File: src/rtl/i2c_reset_sequencer_pkg.sv
// Shared definitions for the I2C reset sequencer.
//   seq_state_e : sequencer state encoding (3 bits)
//   DefCntW     : default width of the shared down-counter
package i2c_reset_sequencer_pkg;

    localparam int unsigned DefCntW = 8;

    typedef enum logic [2:0] {
        StCore     = 3'd0,
        StPeTail   = 3'd1,
        StRun      = 3'd2,
        StWaitIdle = 3'd3,
        StPePulse  = 3'd4
    } seq_state_e;

endpackage

File: src/rtl/i2c_reset_sequencer_if.sv
// Request/status bundle between the register interface and the reset sequencer.
//   master : register/board side, drives sw_rst_req, pe_rst_req, bus_idle
//   slave  : the sequencer, drives rst, pe_rst, ready, pe_timeout
interface i2c_reset_sequencer_if;

    logic sw_rst_req;
    logic pe_rst_req;
    logic bus_idle;
    logic rst;
    logic pe_rst;
    logic ready;
    logic pe_timeout;

    modport master (
        output sw_rst_req, pe_rst_req, bus_idle,
        input  rst, pe_rst, ready, pe_timeout
    );

    modport slave (
        input  sw_rst_req, pe_rst_req, bus_idle,
        output rst, pe_rst, ready, pe_timeout
    );

endinterface

File: src/rtl/i2c_reset_sequencer_timer.sv
// Loadable down-counter shared by every timed state of the reset sequencer.
//   clk      : system clock
//   load     : load load_val (has priority over en)
//   load_val : reload value
//   en       : decrement by one
//   zero     : counter currently holds zero
module i2c_reset_sequencer_timer #(
    parameter int unsigned CNT_W = 8
) (
    input  logic             clk,
    input  logic             load,
    input  logic [CNT_W-1:0] load_val,
    input  logic             en,
    output logic             zero
);

    logic [CNT_W-1:0] cnt_q;

    // No reset of its own: the sequencer asserts load whenever rst_n is low.
    always_ff @(posedge clk) begin
        if (load) begin
            cnt_q <= load_val;
        end else if (en) begin
            cnt_q <= cnt_q - CNT_W'(1);
        end
    end

    assign zero = (cnt_q == '0);

endmodule

File: src/rtl/i2c_reset_sequencer.sv
// Generates the I2C block's active-high reset pair (rst for the core, pe_rst for the
// protocol engine) from board reset and software requests. PE-only resets wait for an
// idle bus, or are forced after IDLE_TIMEOUT cycles.
//   clk   : system clock
//   rst_n : board reset, synchronous, active-low
//   bus   : slave side of i2c_reset_sequencer_if (requests, bus_idle in; resets, ready,
//           pe_timeout out, all registered)
module i2c_reset_sequencer
    import i2c_reset_sequencer_pkg::*;
#(
    parameter int unsigned CNT_W           = DefCntW,
    parameter int unsigned CORE_RST_CYCLES = 8,
    parameter int unsigned PE_RST_CYCLES   = 4,
    parameter int unsigned IDLE_TIMEOUT    = 200
) (
    input  logic                   clk,
    input  logic                   rst_n,
    i2c_reset_sequencer_if.slave   bus
);

    // Reload with count-1 so the state lasts exactly count cycles and never wraps.
    localparam logic [CNT_W-1:0] CoreLoad = CNT_W'(CORE_RST_CYCLES - 1);
    localparam logic [CNT_W-1:0] PeLoad   = CNT_W'(PE_RST_CYCLES - 1);
    localparam logic [CNT_W-1:0] IdleLoad = CNT_W'(IDLE_TIMEOUT - 1);

    seq_state_e       state_q;
    logic             rst_q, pe_rst_q, ready_q, pe_timeout_q;
    logic             tmr_load, tmr_en, tmr_zero;
    logic [CNT_W-1:0] tmr_val;

    i2c_reset_sequencer_timer #(
        .CNT_W (CNT_W)
    ) u_timer (
        .clk      (clk),
        .load     (tmr_load),
        .load_val (tmr_val),
        .en       (tmr_en),
        .zero     (tmr_zero)
    );

    // Timer control mirrors the transitions taken by the state register below.
    always_comb begin
        tmr_load = 1'b0;
        tmr_en   = 1'b0;
        tmr_val  = CoreLoad;
        if (!rst_n || bus.sw_rst_req) begin
            tmr_load = 1'b1;
        end else begin
            case (state_q)
                StCore: begin
                    if (tmr_zero) begin
                        tmr_load = 1'b1;
                        tmr_val  = PeLoad;
                    end else begin
                        tmr_en = 1'b1;
                    end
                end
                StPeTail, StPePulse: tmr_en = !tmr_zero;
                StRun: begin
                    if (bus.pe_rst_req) begin
                        tmr_load = 1'b1;
                        tmr_val  = IdleLoad;
                    end
                end
                StWaitIdle: begin
                    if (bus.bus_idle || tmr_zero) begin
                        tmr_load = 1'b1;
                        tmr_val  = PeLoad;
                    end else begin
                        tmr_en = 1'b1;
                    end
                end
                default: tmr_load = 1'b1;
            endcase
        end
    end

    always_ff @(posedge clk) begin
        if (!rst_n) begin
            state_q      <= StCore;
            rst_q        <= 1'b1;
            pe_rst_q     <= 1'b1;
            ready_q      <= 1'b0;
            pe_timeout_q <= 1'b0;
        end else begin
            pe_timeout_q <= 1'b0;
            if (bus.sw_rst_req) begin
                // Software reset wins over everything, including a pending PE request.
                state_q  <= StCore;
                rst_q    <= 1'b1;
                pe_rst_q <= 1'b1;
                ready_q  <= 1'b0;
            end else begin
                case (state_q)
                    StCore: begin
                        if (tmr_zero) begin
                            state_q <= StPeTail;
                            rst_q   <= 1'b0;
                        end
                    end
                    StPeTail, StPePulse: begin
                        if (tmr_zero) begin
                            state_q  <= StRun;
                            pe_rst_q <= 1'b0;
                            ready_q  <= 1'b1;
                        end
                    end
                    StRun: begin
                        if (bus.pe_rst_req) begin
                            state_q <= StWaitIdle;
                            ready_q <= 1'b0;
                        end
                    end
                    StWaitIdle: begin
                        if (bus.bus_idle || tmr_zero) begin
                            state_q      <= StPePulse;
                            pe_rst_q     <= 1'b1;
                            pe_timeout_q <= !bus.bus_idle;
                        end
                    end
                    default: begin
                        state_q  <= StCore;
                        rst_q    <= 1'b1;
                        pe_rst_q <= 1'b1;
                        ready_q  <= 1'b0;
                    end
                endcase
            end
        end
    end

    assign bus.rst        = rst_q;
    assign bus.pe_rst     = pe_rst_q;
    assign bus.ready      = ready_q;
    assign bus.pe_timeout = pe_timeout_q;

endmodule
File: src/flat_wrapper.sv
// flat-port wrapper written by rule: the top's interface ports become plain ports
module i2c_reset_sequencer_flat import i2c_reset_sequencer_pkg::*;
#(
    parameter int unsigned CNT_W           = DefCntW,
    parameter int unsigned CORE_RST_CYCLES = 8,
    parameter int unsigned PE_RST_CYCLES   = 4,
    parameter int unsigned IDLE_TIMEOUT    = 200
)
  (clk, rst_n, bus_sw_rst_req, bus_pe_rst_req, bus_bus_idle, bus_rst, bus_pe_rst, bus_ready, bus_pe_timeout);
  i2c_reset_sequencer_if bus_i ();
  input  logic clk;
  input  logic rst_n;
  input wire logic [$bits(bus_i.sw_rst_req)-1:0] bus_sw_rst_req;
  input wire logic [$bits(bus_i.pe_rst_req)-1:0] bus_pe_rst_req;
  input wire logic [$bits(bus_i.bus_idle)-1:0] bus_bus_idle;
  output wire logic [$bits(bus_i.rst)-1:0] bus_rst;
  output wire logic [$bits(bus_i.pe_rst)-1:0] bus_pe_rst;
  output wire logic [$bits(bus_i.ready)-1:0] bus_ready;
  output wire logic [$bits(bus_i.pe_timeout)-1:0] bus_pe_timeout;
  assign bus_i.sw_rst_req = bus_sw_rst_req;
  assign bus_i.pe_rst_req = bus_pe_rst_req;
  assign bus_i.bus_idle = bus_bus_idle;
  assign bus_rst = bus_i.rst;
  assign bus_pe_rst = bus_i.pe_rst;
  assign bus_ready = bus_i.ready;
  assign bus_pe_timeout = bus_i.pe_timeout;
  i2c_reset_sequencer #(.CNT_W(CNT_W), .CORE_RST_CYCLES(CORE_RST_CYCLES), .PE_RST_CYCLES(PE_RST_CYCLES), .IDLE_TIMEOUT(IDLE_TIMEOUT)) u_core (.clk(clk), .rst_n(rst_n), .bus(bus_i));
endmodule
File: config.mk
export PLATFORM = sky130hd
export DESIGN_NAME = i2c_reset_sequencer_flat
export DESIGN_NICKNAME = d
export VERILOG_FILES = /design/src/rtl/i2c_reset_sequencer_pkg.sv /design/src/rtl/i2c_reset_sequencer_if.sv /design/src/rtl/i2c_reset_sequencer_timer.sv /design/src/rtl/i2c_reset_sequencer.sv /design/src/flat_wrapper.sv
export SDC_FILE = /design/constraint.sdc
export NUM_CORES = 1
export LEC_CHECK = 0
export ABC_CLOCK_PERIOD_IN_PS = 5800
export CORE_MARGIN = 3
export CORE_UTILIZATION = 55
export CTS_BUF_LIST = sky130_fd_sc_hd__clkbuf_2
export CTS_CLUSTER_DIAMETER = 100
export DETAILED_ROUTE_END_ITERATION = 10
export PLACE_DENSITY_LB_ADDON = 0.05
export SETUP_SLACK_MARGIN = 0.2
export SLEW_MARGIN = 25
export SYNTH_ARGS = -nofsm -noshare
export SYNTH_HDL_FRONTEND = slang
export SYNTH_SLANG_ARGS = --single-unit
export TNS_END_PERCENT = 1
File: constraint.sdc
create_clock -name clk -period 5.8 [get_ports clk]
set_input_delay 0.87 -clock clk [delete_from_list [all_inputs] [get_ports clk]]
set_output_delay 0.87 -clock clk [all_outputs]
set_load 0.02 [all_outputs]
==> results of run 1 <==
-- final timing paths --
kind                           startpoint                       to  cells after the start
setup reg to reg  u_core.u_timer.cnt_q[0]  u_core.u_timer.cnt_q[3]                      6
hold / removal           u_core.bus.ready         u_core.bus.ready                      2
setup / recovery                    rst_n  u_core.u_timer.cnt_q[3]                      5
hold reg to reg          u_core.bus.ready         u_core.bus.ready                      2
-- synth_stat cells (all sizes together), types with 2 or more instances --
library cell and count:
or3 2, buf 3, or4b 3, edfxtp 8, nor2 5, or2 3, nand2 8, nor3 3
nor4 2, xnor2 4, nand2b 5, inv 2, a31oi 3, nor4b 2, nor2b 4, nand3 3
or4 2, clkbuf 3, o22ai 2, dfxtp 7, a21oi 7, o31ai 2
-- registers in the layout, indices dropped and copies added (netlist names) --
signal and cells:
u_core.bus.rst 1, u_core.bus.pe_rst 1, u_core.bus.pe_timeout 1, u_core.u_timer.cnt_q 8
u_core.bus.ready 1, u_core.state_q 3
-- worst reg2reg max path, cell delays in order, from the launching register on --
cell      delay (ns)
edfxtp_1        0.44
inv_1           0.09
ha_1            0.25
or4b_4          0.52
nor4b_4         0.30
or3_4           0.21
or2_1           0.30
-- cell type report --
class	instances	area share (%)
tap	16	1.95
inverter	2	0.733
clock buffer	4	1.95
timing repair buffer	8	7.81
multi-input combinational	72	50.4
sequential	15	37.1
-- logic make-up after synthesis --
logic type,Yosys count
multiplexers,1
flip-flops,15
buffers and inverters,8
AO/OA/AOI/OAI,20
AND/OR/NAND/NOR,45
adder cells (fa/ha/maj),1
XOR/XNOR,5
-- metal layers --
layer | vias up | wire [um] | track usage, % | part of all wire [%]
met2 | 17 | 724 | 21.7 | 42
met5 | - | 0 | 0 | 0
li1 | 370 | - | - | -
met4 | 0 | 23 | 8.29 | 1.3
met1 | 344 | 876 | 27.5 | 51
met3 | 4 | 87 | 3.45 | 5.1
-- power by group --
part | internal [W] | switching, W
Sequential | 0.000112 | 0.000000624
Combinational | 0.00000484 | 0.00000416
Clock | 0.0000183 | 0.0000332
-- metrics by stage --
| stage | total power (W) | hold slack [ns] | cell area [um^2] | utilization, % |
|---|---|---|---|---|
| after detailed placement | 0.000124 | 0.501 | 1000 | 64.4 |
| final | 0.000173 | 0.522 | 1020 | 65.7 |
| after global placement | 0.000123 | 0.505 | 1000 | 64.4 |
| after global routing | 0.000180 | 0.565 | 1020 | 65.7 |
| after CTS | 0.000174 | 0.523 | 1020 | 65.7 |
| after floorplan | 0.000119 | 0.576 | 932 | - |
-- cells in the final DEF, fill, tap and decap left out, types with 2 or more instances in the layout --
master and count:
nand2b_1 5, nand3_1 3, or2_1 2, o31ai_1 2, o22ai_1 2, nor2b_1 4, nor2_1 5, nand2_1 8
xnor2_1 4, nor3_1 2, clkbuf_2 4, nor4b_4 2, edfxtp_1 8, dfxtp_1 7, inv_1 2, clkdlybuf4s50_1 8
a21oi_1 7, a31oi_1 3
==> metrics.txt, run 1 <==
main combinational cell family by area after synthesis=simple AND/OR/NAND/NOR gates; final antenna-violating net count=0; Iter 0 DRT Violations=33; core footprint=0.00156 mm^2; buffers and inverters on the worst path=1; Via Count=735; pre-CTS setup slack=2.86 ns; WS Path Type=in -> reg; CTS Sinks=15; sequential share of the synthesized area=40.8%; layout net count=108; top post-synthesis cells by area=edfxtp_1 26%, dfxtp_1 15%, nor4b_4 5.1%; root buffer cell=clkbuf_2; largest net degree at the start of global routing=19; Crit-path slowest cell=clkdlybuf4s50_1; FF+latch area=380 um^2; Post-synth ARST share=0%; Vias/cell=6.28; mux share of post-synthesis cell area=1.21%; fin crit share=45.2%; TritonCTS clock tree=yes; WL/cell=14.6 um; delay-heaviest family, CP=simple AND/OR/NAND/NOR gates; Setup TNS Final=0 ns; post-layout min period=2.62 ns; Synth Instances=95; dpl cells=113; Yosys top cell area share=25.8%; final setup fails=0; Slew Limit Fails=0; vias in the first global route=611; Post-CTS Setup Bufs=0; unrepaired setup endpoints after global routing=false; Syn. warnings=0; Compound-Gate Fraction of Synth Area=14.1%; Worst EP required=5.81 ns; critical-path cell list=clkdlybuf4s50_1 -> nor2b_1 -> nand2_1 -> or3_4 -> or2_1; fin cells=117; antenna cells=0; Clk Latency, worst-skew pair=0.29 ns; first-pass GRT wire length=2.70 mm; Worst setup SP type=input port; layout cells sized above 1=13.9%; worst hold path type=reg -> reg; final worst slack=3.18 ns; Num CTS Buffers=3; Die Width=47.2 um; Initial Utilization=59.8%; Fin. Hold Viols=0; relative slew slack=53.4%; Clock Tree Buf Depth=2; Lkg Pwr=0.363 nW; Fillers=127; clock skew=0.0160 ns; cell taking the most area after synthesis=edfxtp_1; # DRC=0; R2R Setup Slk=3.37 ns; Worst Tran Pin Value=0.698 ns; Max-cap violations=0; Synth cell types=43; row count=14; number of flops mapped to enable cells by yosys=8; Area growth, synth to finish=9.93%; status=finished clean; Critical Path AT=2.63 ns; CP Capture Type=register; Synth Area in XOR/XNOR=4.70%; crit-path max FO=8; Post-Synthesis Net Count=101; hpwl dp=1.25 mm; Final GP Congestion=0.782; # IOs=9; cts repair resizes=0; Mean Syn Cell Area=9.81 um^2; initial antenna violation count=0; adder-cell share of the synthesized area=1.34%; WL final=1.71 mm; Mapped Area=932 um^2; flops & latches, synth=15; Die Footprint=0.00223 mm^2; VDD IR max=0.000111 V; Buffers on Ports=8; Hold-fix buffers, CTS=0; die height=47.2 um; gr ovfl total=0; Worst-path clk slew=0.15 ns; Fmax=382 MHz; prevailing post-synth register cell=edfxtp_1; H-tree level count=1; Pwr Density=169 mW/mm^2; CP peak stage delay=0.47 ns; post-synthesis simple-gate area fraction=34.1%; multi-input logic area=517 um^2; overall routing resource usage=17.4%; DR pass1 iterations=4
Power figures use the tool's default switching activity.
==> run 2: changes to the inputs <==
ABC_CLOCK_PERIOD_IN_PS = 2100   (was 5800)
CORE_UTILIZATION = 52   (was 55)
clock period = 2.1 ns   (was 5.8 ns; I/O delays follow)
==> metrics.txt, run 2 (synthesis gave the netlist of run 1 again) <==
root buffer cell=clkbuf_2; Crit-path slowest cell=or4b_4; dpl cells=134; first-pass GRT wire length=3.68 mm; gr ovfl total=0; Die Footprint=0.00234 mm^2; final setup fails=0; DR pass1 iterations=5; Clk Latency, worst-skew pair=0.32 ns; layout net count=129; # DRC=0; commonest non-fill, non-tap cell in the layout=buf_4; status=finished clean; Worst Tran Pin Value=0.609 ns; Clock Tree Buf Depth=2; Design Area, Final=0.00121 mm^2; H-tree level count=1; hpwl dp=1.55 mm; Via Count=875; Final GP Congestion=0.851; Initial Utilization=58.5%; vias in the first global route=805; fin crit share=96.4%; die height=48.3 um; Max-cap violations=0; Worst setup SP type=register; Fmax=494 MHz; core footprint=0.00159 mm^2; # IOs=9; Lkg Pwr=0.454 nW; WL final=2.30 mm; TritonCTS clock tree=yes; Regs by FF count=u_core.u_timer.cnt_q: 8 flops, u_core.state_q: 3 flops; Pwr Density=418 mW/mm^2; worst hold path type=reg -> reg; overall routing resource usage=20.6%; WS Path Type=reg -> reg; initial antenna violation count=0; WL/cell=15.7 um; VDD IR max=0.000312 V; Fin. Hold Viols=0; Slew Limit Fails=0; largest net degree at the start of global routing=12; Vias/cell=5.99; fin cells=146; Critical Path AT=2.07 ns; unrepaired setup endpoints after global routing=true; final antenna-violating net count=0; most frequent cells in the layout=21 x buf_4, 8 x nand2_1, 8 x clkdlybuf4s50_1, 8 x edfxtp_1; CTS Sinks=15; fin util=75.9%; post-layout min period=2.02 ns; CP Capture Type=register; Buffers on Ports=8; critical-path cell list=inv_2 -> ha_4 -> or4b_4 -> nor4b_4 -> or3_4 -> or2_4; row count=14; Iter 0 DRT Violations=54; clock skew=0.00298 ns; max reg flops=8; CP peak stage delay=0.49 ns; Num CTS Buffers=3; Worst EP required=2.15 ns; crit-path max FO=8; Placed Area=0.00112 mm^2; Die Width=48.3 um; relative slew slack=59.4%; layout cells sized above 1=32.0%; Area growth, synth to finish=29.8%; most flop-heavy register=u_core.u_timer.cnt_q; Worst-path clk slew=0.15 ns; Fin Hold WS=0.577 ns; antenna cells=0
run 2: cell count changes in the layout (fill, tap and decap cells not counted), sizes merged:
| cell | delta |
|---|---|
| clkbuf | -1 |
| clkinvlp | +1 |
| buf | +21 |
run 2: final cells by class:
cell class                 instances  area [um^2]
fill                             115          384
timing repair buffer              29          238
inverter                           2         7.51
multi-input combinational         72          532
tap                               24         30.0
sequential                        15          380
clock inverter                     1         7.51
clock buffer                       3         15.0
run 2: final timing paths:
kind              cells after the start                    start  slack (ns)                 endpoint
setup reg to reg                      6  u_core.u_timer.cnt_q[1]        0.08  u_core.u_timer.cnt_q[5]
hold reg to reg                       2         u_core.bus.ready        0.58         u_core.bus.ready
hold / removal                        2         u_core.bus.ready        0.58         u_core.bus.ready
setup / recovery                      6  u_core.u_timer.cnt_q[1]        0.08  u_core.u_timer.cnt_q[5]
run 2: report_power, final:
| part | switching [W] | total (W) | internal [W] |
|---|---|---|---|
| clock | 0.000107 | 0.000151 | 0.0000444 |
| sequential | 0.00000148 | 0.000310 | 0.000308 |
| combinational | 0.0000183 | 0.0000446 | 0.0000263 |
| total | 0.000127 | 0.000505 | 0.000379 |
run 2: stage by stage:
step / worst slack, ns / setup TNS, ns / total power [W]
2_1_floorplan: 0.0699 / 0 / 0.000330
3_3_place_gp: 0.0143 / 0 / 0.000347
3_5_place_dp: -0.0213 / -0.169 / 0.000348
4_1_cts: 0.0585 / 0 / 0.000501
5_1_grt: 0.00607 / 0 / 0.000526
6_report: 0.0758 / 0 / 0.000505
run 2: what timing repair did:
item | CTS | global route
setup buffers | 5 | 3
pin swaps | 3 | 2
setup endpoints to repair | 15 | 18
resized for setup | 3 | 0
hold buffers | 0 | 0
run 2: routing by layer:
| metal | share of wire, % | vias up | track usage, % |
|---|---|---|---|
| met4 | 3.7 | 0 | 10.9 |
| li1 | - | 410 | - |
| met3 | 7.8 | 13 | 6.13 |
| met1 | 44 | 406 | 27.9 |
| met5 | 0 | - | 0 |
| met2 | 44 | 46 | 29.6 |
run 2: critical path, delay by kind of cell, from the launching register on:
| family | cells | cell delay [ns] |
|---|---|---|
| simple gates | 4 | 1.08 |
| flops | 1 | 0.47 |
| fa+ha+maj | 1 | 0.13 |
| buf+inv | 1 | 0.09 |
